==> config.mk <==
export PLATFORM = sky130hd
export DESIGN_NAME = cnt_seq
export DESIGN_NICKNAME = d
export VERILOG_FILES = /design/src/rtl/cnt_seq_pkg.sv /design/src/rtl/cnt_cmd_fifo.sv /design/src/rtl/cnt_seq.sv
export SDC_FILE = /design/constraint.sdc
export NUM_CORES = 1
export LEC_CHECK = 0
export ABC_AREA = 1
export CAP_MARGIN = 20
export CORE_ASPECT_RATIO = 0.75
export CORE_MARGIN = 2
export CORE_UTILIZATION = 35
export CTS_CLUSTER_DIAMETER = 80
export DETAILED_ROUTE_END_ITERATION = 7
export SLEW_MARGIN = 15
export SYNTH_ARGS = -nofsm -noshare
export SYNTH_HDL_FRONTEND = slang
export SYNTH_HIERARCHICAL = 1
export SYNTH_SLANG_ARGS = --single-unit
==> constraint.sdc <==
create_clock -name clk -period 2.45 [get_ports clk]
set_input_delay 0.3675 -clock clk [delete_from_list [all_inputs] [get_ports clk]]
set_output_delay 0.3675 -clock clk [all_outputs]
set_load 0.01 [all_outputs]
==> src/rtl/cnt_seq_pkg.sv <==
// Shared types for the counter command sequencer: command opcodes, FSM states,
// the queued command record and the expected-count helper.
package cnt_seq_pkg;

  localparam int CMD_W = 4;

  typedef enum logic [1:0] {
    OP_NOP  = 2'b00,
    OP_LOAD = 2'b01,
    OP_UP   = 2'b10,
    OP_DOWN = 2'b11
  } cmd_op_t;

  typedef enum logic [1:0] {
    S_IDLE,
    S_LOAD,
    S_RUN,
    S_DONE
  } state_t;

  typedef struct packed {
    cmd_op_t            op;
    logic [CMD_W-1:0]   arg;
  } cmd_t;

  // Count the counter should show once a command has finished, wrapping mod 2^CMD_W.
  function automatic logic [CMD_W-1:0] expected_count(input cmd_op_t op,
                                                       input logic [CMD_W-1:0] start,
                                                       input logic [CMD_W-1:0] arg);
    logic [CMD_W-1:0] val;
    val = start;
    case (op)
      OP_LOAD: val = arg;
      OP_UP:   val = start + arg;
      OP_DOWN: val = start - arg;
      default: val = start;
    endcase
    return val;
  endfunction

endpackage

==> src/rtl/cnt_cmd_fifo.sv <==
// Small synchronous FIFO of queued counter commands with a combinational head
// read; pointers carry one extra wrap bit to tell full from empty.
module cnt_cmd_fifo
  import cnt_seq_pkg::*;
#(
  parameter int DEPTH = 2
) (
  input  logic clk,
  input  logic rst,
  input  logic push,
  input  cmd_t din,
  input  logic pop,
  output cmd_t dout,
  output logic full,
  output logic empty
);

  localparam int AW = $clog2(DEPTH);

  cmd_t        mem [DEPTH];
  logic [AW:0] wr_ptr;
  logic [AW:0] rd_ptr;
  logic        do_push;
  logic        do_pop;

  assign do_push = push && !full;
  assign do_pop  = pop && !empty;

  assign empty = (wr_ptr == rd_ptr);
  assign full  = (wr_ptr[AW] != rd_ptr[AW]) && (wr_ptr[AW-1:0] == rd_ptr[AW-1:0]);
  assign dout  = mem[rd_ptr[AW-1:0]];

  always_ff @(posedge clk) begin
    if (!rst) begin
      wr_ptr <= '0;
      rd_ptr <= '0;
    end else begin
      if (do_push) wr_ptr <= wr_ptr + (AW+1)'(1);
      if (do_pop)  rd_ptr <= rd_ptr + (AW+1)'(1);
    end
  end

  // Storage is not reset; only the pointers define what is valid.
  always_ff @(posedge clk) begin
    if (do_push) mem[wr_ptr[AW-1:0]] <= din;
  end

endmodule

==> src/rtl/cnt_seq.sv <==
// Command-driven sequencer for an external up/down counter: queues commands,
// drives the counter controls for each one, then checks the returned count.
module cnt_seq
  import cnt_seq_pkg::*;
#(
  parameter int W     = CMD_W,
  parameter int DEPTH = 2
) (
  input  logic         clk,
  input  logic         rst,
  input  logic         cmd_valid,
  output logic         cmd_ready,
  input  logic [1:0]   cmd_op,
  input  logic [W-1:0] cmd_arg,
  input  logic [W-1:0] cnt_q,
  output logic         cnt_en,
  output logic         cnt_up,
  output logic         cnt_load,
  output logic [W-1:0] cnt_din,
  output logic         busy,
  output logic         done,
  output logic [W-1:0] result,
  output logic         err,
  input  logic         err_clr
);

  state_t       state;
  state_t       state_nx;
  cmd_t         fifo_in;
  cmd_t         head;
  logic         fifo_full;
  logic         fifo_empty;
  logic         push;
  logic         pop;
  cmd_op_t      op_r;
  logic [W-1:0] arg_r;
  logic [W-1:0] rem;
  logic [W-1:0] exp_r;

  assign fifo_in   = '{op: cmd_op_t'(cmd_op), arg: cmd_arg};
  assign push      = cmd_valid && !fifo_full;
  assign pop       = (state == S_IDLE) && !fifo_empty;
  assign cmd_ready = !fifo_full;
  assign busy      = (state != S_IDLE) || !fifo_empty;

  cnt_cmd_fifo #(.DEPTH(DEPTH)) u_fifo (
    .clk   (clk),
    .rst   (rst),
    .push  (push),
    .din   (fifo_in),
    .pop   (pop),
    .dout  (head),
    .full  (fifo_full),
    .empty (fifo_empty)
  );

  always_ff @(posedge clk) begin
    if (!rst) state <= S_IDLE;
    else      state <= state_nx;
  end

  // Counter controls depend only on registered state so they never glitch.
  always_comb begin
    state_nx = state;
    cnt_en   = 1'b0;
    cnt_up   = 1'b0;
    cnt_load = 1'b0;
    cnt_din  = '0;
    done     = 1'b0;
    case (state)
      S_IDLE: begin
        if (!fifo_empty) begin
          if (head.op == OP_LOAD)
            state_nx = S_LOAD;
          else if ((head.op == OP_UP || head.op == OP_DOWN) && head.arg != '0)
            state_nx = S_RUN;
          else
            state_nx = S_DONE;
        end
      end
      S_LOAD: begin
        cnt_load = 1'b1;
        cnt_din  = arg_r;
        state_nx = S_DONE;
      end
      S_RUN: begin
        cnt_en = 1'b1;
        cnt_up = (op_r == OP_UP);
        if (rem == W'(1)) state_nx = S_DONE;
      end
      S_DONE: begin
        done     = 1'b1;
        state_nx = S_IDLE;
      end
      default: state_nx = S_IDLE;
    endcase
  end

  // Command capture, run-length countdown, and the result/err checker.
  always_ff @(posedge clk) begin
    if (!rst) begin
      op_r   <= OP_NOP;
      arg_r  <= '0;
      rem    <= '0;
      exp_r  <= '0;
      result <= '0;
      err    <= 1'b0;
    end else begin
      if (pop) begin
        op_r  <= head.op;
        arg_r <= head.arg;
        rem   <= head.arg;
        exp_r <= expected_count(head.op, cnt_q, head.arg);
      end else if (state == S_RUN) begin
        rem <= rem - W'(1);
      end
      if (state == S_DONE) result <= cnt_q;
      if (state == S_DONE && cnt_q != exp_r) err <= 1'b1;
      else if (err_clr)                      err <= 1'b0;
    end
  end

endmodule

==> run_results.csv, run 1 <==
group,metric,value,unit
critical_path,r2r-end,"exp_r[3]",
sta,setup_slack,183,ps
sta,fin_crit_sh,92.5,%
placed_design,io_buffers,28,
die,core,0.00541,sq mm
sta,min_period,2270,ps
logic_synthesis,synthXorXnorAreaFrac,3.08,%
logic_synthesis,synthCells,251,
drt,wl_per_cell,11.6,um
sta,slew_headroom,65.0,%
pwr,peakVddDrop,0.000411,V
die,pin_count,29,
pwr,power_leakage,1.10,nW
grt,grt_pass1_vias,1489,
layout,seq_area,881,sq um
die,start_util,36.8,%
worst_hold_path,hold_depth,2,
logic_synthesis,synth_fa_ha_area_share,7.91,%
worst_hold_path,hold_path_class,"register to register",
logic_synthesis,synth_warnings,6,
clock_tree,cts-resized-gates,0,
critical_path,worstPathCellList,"mux2_2, inv_1, ha_1, a21oi_1, xor2_1, ha_1, a21oi_1, nand2_1, nand3_1, nand3_1, a21oi_2",
critical_path,arrival,2520,ps
logic_synthesis,synthArstFlopShare,0,%
sta,tightest_slew,523,ps
layout,fillers,559,
grt,grt_usage,14.2,%
job,drv_cap,0,
layout,syn_to_final_growth,23.5,%
critical_path,cp_slowest_cell,"dfxtp_1",
sta,finalMaxSlewViolations,0,
logic_synthesis,seq_area_frac_synth,44.2,%
clock_tree,cts_tree,"yes",
clock_tree,cts_hold_buf,0,
sta,setup_violations,0,
grt,grt_overflow,0,
drt,wirelength,4180,um
critical_path,required,2700,ps
critical_path,cpLargestDelayFamily,"adder cells",
critical_path,path_max_fanout,6,
die,dieArea,0.00632,sq mm
placed_design,post-place-ws,195,ps
placed_design,place.gp.congestion,0.863,
drt,antenna_left,0,
worst_hold_path,holdPathEnd,"arg_r[3]",
logic_synthesis,muxShareOfSynthArea,3.39,%
grt,grt_pass1_wl,7010,um
critical_path,cp-start-kind,"register",
logic_synthesis,synth.distinct_cells,25,
drt,drtPass1Iterations,4,
logic_synthesis,syn-num-nets,277,
logic_synthesis,ys.flop_type,"dfxtp_1",
clock_tree,cts_root_buf,"clkbuf_8",
clock_tree,postCtsSetupRepairBufs,0,
drt,drc,0,
layout,fin_util,45.5,%
layout,layout-drive-gt1-share,10.2,%
grt,grt_antenna_before_repair,0,
logic_synthesis,synth-compound-area-share,12.7,%
grt,grt_max_degree,17,
sta,fmax,441,MHz
logic_synthesis,synth_top_family_by_area,"simple AND/OR/NAND/NOR gates",
sta,rsz0062_at_grt,"no",
critical_path,critPathCaptureType,"register",
critical_path,reg2regPathDepth,11,
clock_tree,clkTransAtPathRegs,80,ps
layout,multi_input_area,921,sq um
logic_synthesis,syn_area_per_cell,7.94,sq um
drt,drt_iter0_drc,46,
clock_tree,cts_buffer_depth,2,
drt,vias,1657,
drt,via_per_inst,4.62,
clock_tree,cts_max_level,2,
pwr,p_per_area,947,mW/mm^2
clock_tree,cts_buffers,5,
layout,layout_commonest_cell,"nand2_1",
status,run_status,"completed",
critical_path,rrSetupSlack,180,ps
critical_path,cp_num_buf_inv,1,
sta,skew,12.8,ps
logic_synthesis,synth_edf_count,12,
clock_tree,insertion_delay,310,ps
sta,final_hold_viol_count,0,
die,die_y,69.3,um
layout,diodes,0,
sta,totalNegativeSetupSlack,0,ps
clock_tree,clock-sinks,38,
placed_design,dpl.hpwl,3160,um
layout,final_cell_mix,"nand2_1 (50), inv_1 (37), clkdlybuf4s50_1 (28), dfxtp_1 (26), a21oi_1 (23)",
layout,nets,309,
critical_path,critPathKind,"register to register",
logic_synthesis,synthSimpleGateAreaFrac,19.2,%
worst_hold_path,min_from,"arg_r[3]",
critical_path,slowest_delay,470,ps
die,row_count,23,
logic_synthesis,ys_seq_elements,38,
die,die_x,91.1,um
logic_synthesis,synth_area,0.00199,sq mm
-- how the worst max path moves through the flow --
stage                           to  slack (ps)  cells after the start
final                     exp_r[3]         180                     11
after global routing      exp_r[1]          20                      9
after CTS                   cnt_up         180                      5
after detailed placement  exp_r[1]         190                      9
after global placement    exp_r[1]         280                      9
after floorplan           exp_r[1]         360                     10
-- logic make-up (layout without fill, tap and decap cells) --
family	after synthesis	in the layout
adder cells (fa/ha/maj)	12	12
multiplexers	6	6
XOR/XNOR	7	7
AND/OR/NAND/NOR	91	91
AO/OA/AOI/OAI	47	47
flip-flops	38	38
buffers and inverters	50	83
-- state kept, by name, indices dropped and copies added (netlist names), named ones only --
name	count
state	2
rem	4
arg_r	4
u_fifo/mem	12
err	1
op_r	2
result	4
u_fifo/wr_ptr	2
u_fifo/rd_ptr	2
exp_r	4
-- power by group --
part	total [W]	internal [W]	leakage, nW	switching [W]
Sequential	0.000864	0.000787	0.325	0.0000771
Clock	0.000494	0.000259	0.0561	0.000235
Combinational	0.000973	0.000401	0.718	0.000572
-- per-stage QoR --
| step | hold WS [ps] | total power (W) | std cells | cell area, sq um |
|---|---|---|---|---|
| floorplan | 445 | 0.00157 | 251 | 1990 |
| global placement | 454 | 0.00183 | 351 | 2360 |
| detailed placement | 460 | 0.00185 | 351 | 2360 |
| CTS | 472 | 0.00235 | 359 | 2460 |
| global route | 493 | 0.00253 | 359 | 2460 |
| finish | 470 | 0.00233 | 359 | 2460 |
-- area by class of cell --
type / instances / share of cell area, %
Inverter: 46 / 7.02
Sequential cell: 38 / 35.8
Multi-Input combinational cell: 163 / 37.4
Tap cell: 75 / 3.81
Clock inverter: 2 / 0.407
Clock buffer: 6 / 3.81
Timing Repair Buffer: 29 / 11.7
-- routing by layer --
metal / track usage, % / up-vias / routed length, um
met4: 7.58 / 0 / 97
met2: 19.3 / 29 / 1670
li1: - / 869 / -
met1: 19.7 / 750 / 2180
met5: 0 / - / 0
met3: 4.67 / 9 / 229
-- synth_stat cells, drive strengths merged, types with 3 or more instances --
library cell / n / area share (%)
nand2: 57 / 12
inv: 42 / 7.9
dfxtp: 26 / 26
a21oi: 24 / 6.2
nor2: 19 / 3.6
o21ai: 16 / 4.0
nand3: 13 / 3.3
edfxtp: 12 / 18
ha: 11 / 6.9
mux2: 6 / 3.4
clkinv: 4 / 0.75
xnor2: 4 / 1.8
a31oi: 3 / 0.94
o22ai: 3 / 0.94
xor2: 3 / 1.3
-- worst min-delay path, stage by stage (launching register included) --
cell and delay, ps:
dfxtp_1 320, nand2_1 60, a21oi_1 50
No activity file was read; power rests on OpenSTA's default activity.
==> run 2, diff against run 1 <==
- CELL_PAD_IN_SITES_DETAIL_PLACEMENT: unset -> 2
- CELL_PAD_IN_SITES_GLOBAL_PLACEMENT: unset -> 2
- CORE_UTILIZATION: 35 -> 31
- PLACE_DENSITY_LB_ADDON: unset -> 0.1
==> run_results.csv, run 2 (synthesized netlist as in run 1, its figures left out) <==
group,metric,value,unit
status,run_status,"completed",
sta,min_period,2240,ps
critical_path,required,2690,ps
sta,setup_violations,0,
layout,diodes,0,
layout,fin_util,39.3,%
layout,syn_to_final_growth,23.5,%
pwr,p_total,0.00234,W
critical_path,path_max_fanout,6,
clock_tree,insertion_delay,300,ps
pwr,peakVddDrop,0.000340,V
job,drv_cap,0,
critical_path,cp-start-kind,"register",
die,start_util,31.8,%
die,row_count,25,
sta,totalNegativeSetupSlack,0,ps
sta,slew_headroom,59.5,%
layout,layout-drive-gt1-share,10.5,%
sta,finalMaxSlewViolations,0,
clock_tree,postCtsSetupRepairBufs,0,
drt,wl_per_cell,15.7,um
sta,skew,9.87,ps
layout,layout_commonest_cell,"nand2_1",
pwr,power_leakage,1.09,nW
sta,fmax,447,MHz
grt,grt_antenna_before_repair,0,
grt,grt_max_degree,17,
placed_design,place.gp.congestion,0.816,
pwr,p_per_area,951,mW/mm^2
die,dieArea,0.00709,sq mm
clock_tree,clkTransAtPathRegs,80,ps
drt,via_per_inst,4.66,
placed_design,dpl.hpwl,4470,um
clock_tree,cts_buffer_depth,2,
critical_path,arrival,2470,ps
clock_tree,cts_tree,"yes",
drt,drc,0,
sta,final_hold_viol_count,0,
die,core,0.00626,sq mm
die,die_x,96.6,um
layout,finish.instance_area,0.00246,sq mm
layout,largest_reg_flops,12,
clock_tree,cts_max_level,2,
clock_tree,cts_root_buf,"clkbuf_8",
drt,antenna_left,0,
critical_path,critPathCaptureType,"register",
grt,grt_overflow,0,
grt,grt_pass1_wl,9540,um
sta,rsz0062_at_grt,"no",
clock_tree,clock-sinks,38,
drt,vias,1707,
drt,drtPass1Iterations,4,
drt,wirelength,5750,um
sta,tightest_slew,606,ps
grt,grt_usage,18.1,%
worst_hold_path,hold_path_class,"register to register",
drt,drt_iter0_drc,24,
layout,final_cell_mix,"nand2_1 (50), inv_1 (37), clkdlybuf4s50_1 (28), dfxtp_1 (25), a21oi_1 (23)",
critical_path,critPathKind,"register to register",
sta,fin_crit_sh,91.3,%
critical_path,rrSetupSlack,210,ps
placed_design,io_buffers,28,
layout,nets,310,
clock_tree,cts_buffers,5,
die,pin_count,29,
placed_design,postPlaceCellArea,0.00237,sq mm
grt,grt_pass1_vias,1873,
die,die_y,73.4,um
==> run 2: stage by stage <==
step	worst slack [ps]	instances	hold slack, ps
finish	213	366	469
global route	25.5	366	504
CTS	63.7	366	472
detailed placement	118	358	457
global placement	251	358	458
floorplan	363	251	445
==> run 2: path summary, 6_finish.rpt <==
path | start | to | cells past startpoint
worst min-delay path | err | err | 2
worst min register to register | err | err | 2
worst max register to register | register | exp_r[3] | 11
worst max-delay path | register | exp_r[3] | 11
==> run 2: worst max-delay path, stage by stage (launching register included) <==
cell	delay, ps
dfxtp_4	390
mux2_2	380
inv_1	120
ha_1	210
a21oi_1	70
xor2_1	150
ha_1	320
a21oi_1	170
nand2_1	80
nand3_1	90
nand3_1	90
a21oi_2	120
==> run 2: power breakdown <==
group | switching (W) | total (W) | leakage, nW | internal (W)
Combinational | 0.000621 | 0.00103 | 0.724 | 0.000411
Clock | 0.000238 | 0.000433 | 0.0416 | 0.000195
Sequential | 0.0000860 | 0.000875 | 0.326 | 0.000789
Total | 0.000945 | 0.00234 | 1.09 | 0.00140
==> run 2: cell type report <==
type / count / area, sq um
Timing Repair Buffer: 30 / 295
Multi-Input combinational cell: 163 / 921
Sequential cell: 38 / 885
Inverter: 46 / 173
Fill cell: 736 / 3800
Tap cell: 81 / 101
Clock buffer: 5 / 68.8
Clock inverter: 3 / 16.3
==> run 2: routing by layer <==
metal  vias to the layer above  global-route usage [%]  wire (um)
met5                         -                       0          0
met4                         0                    4.69         49
met3                         4                    3.38        155
met2                        22                    29.9       2650
met1                       817                    24.4       2890
li1                        864                       -          -
==> run 2: repair_timing <==
item | CTS | global route
hold buffers | 0 | 0
setup endpoints to repair | 0 | 3
resized for setup | 0 | 2
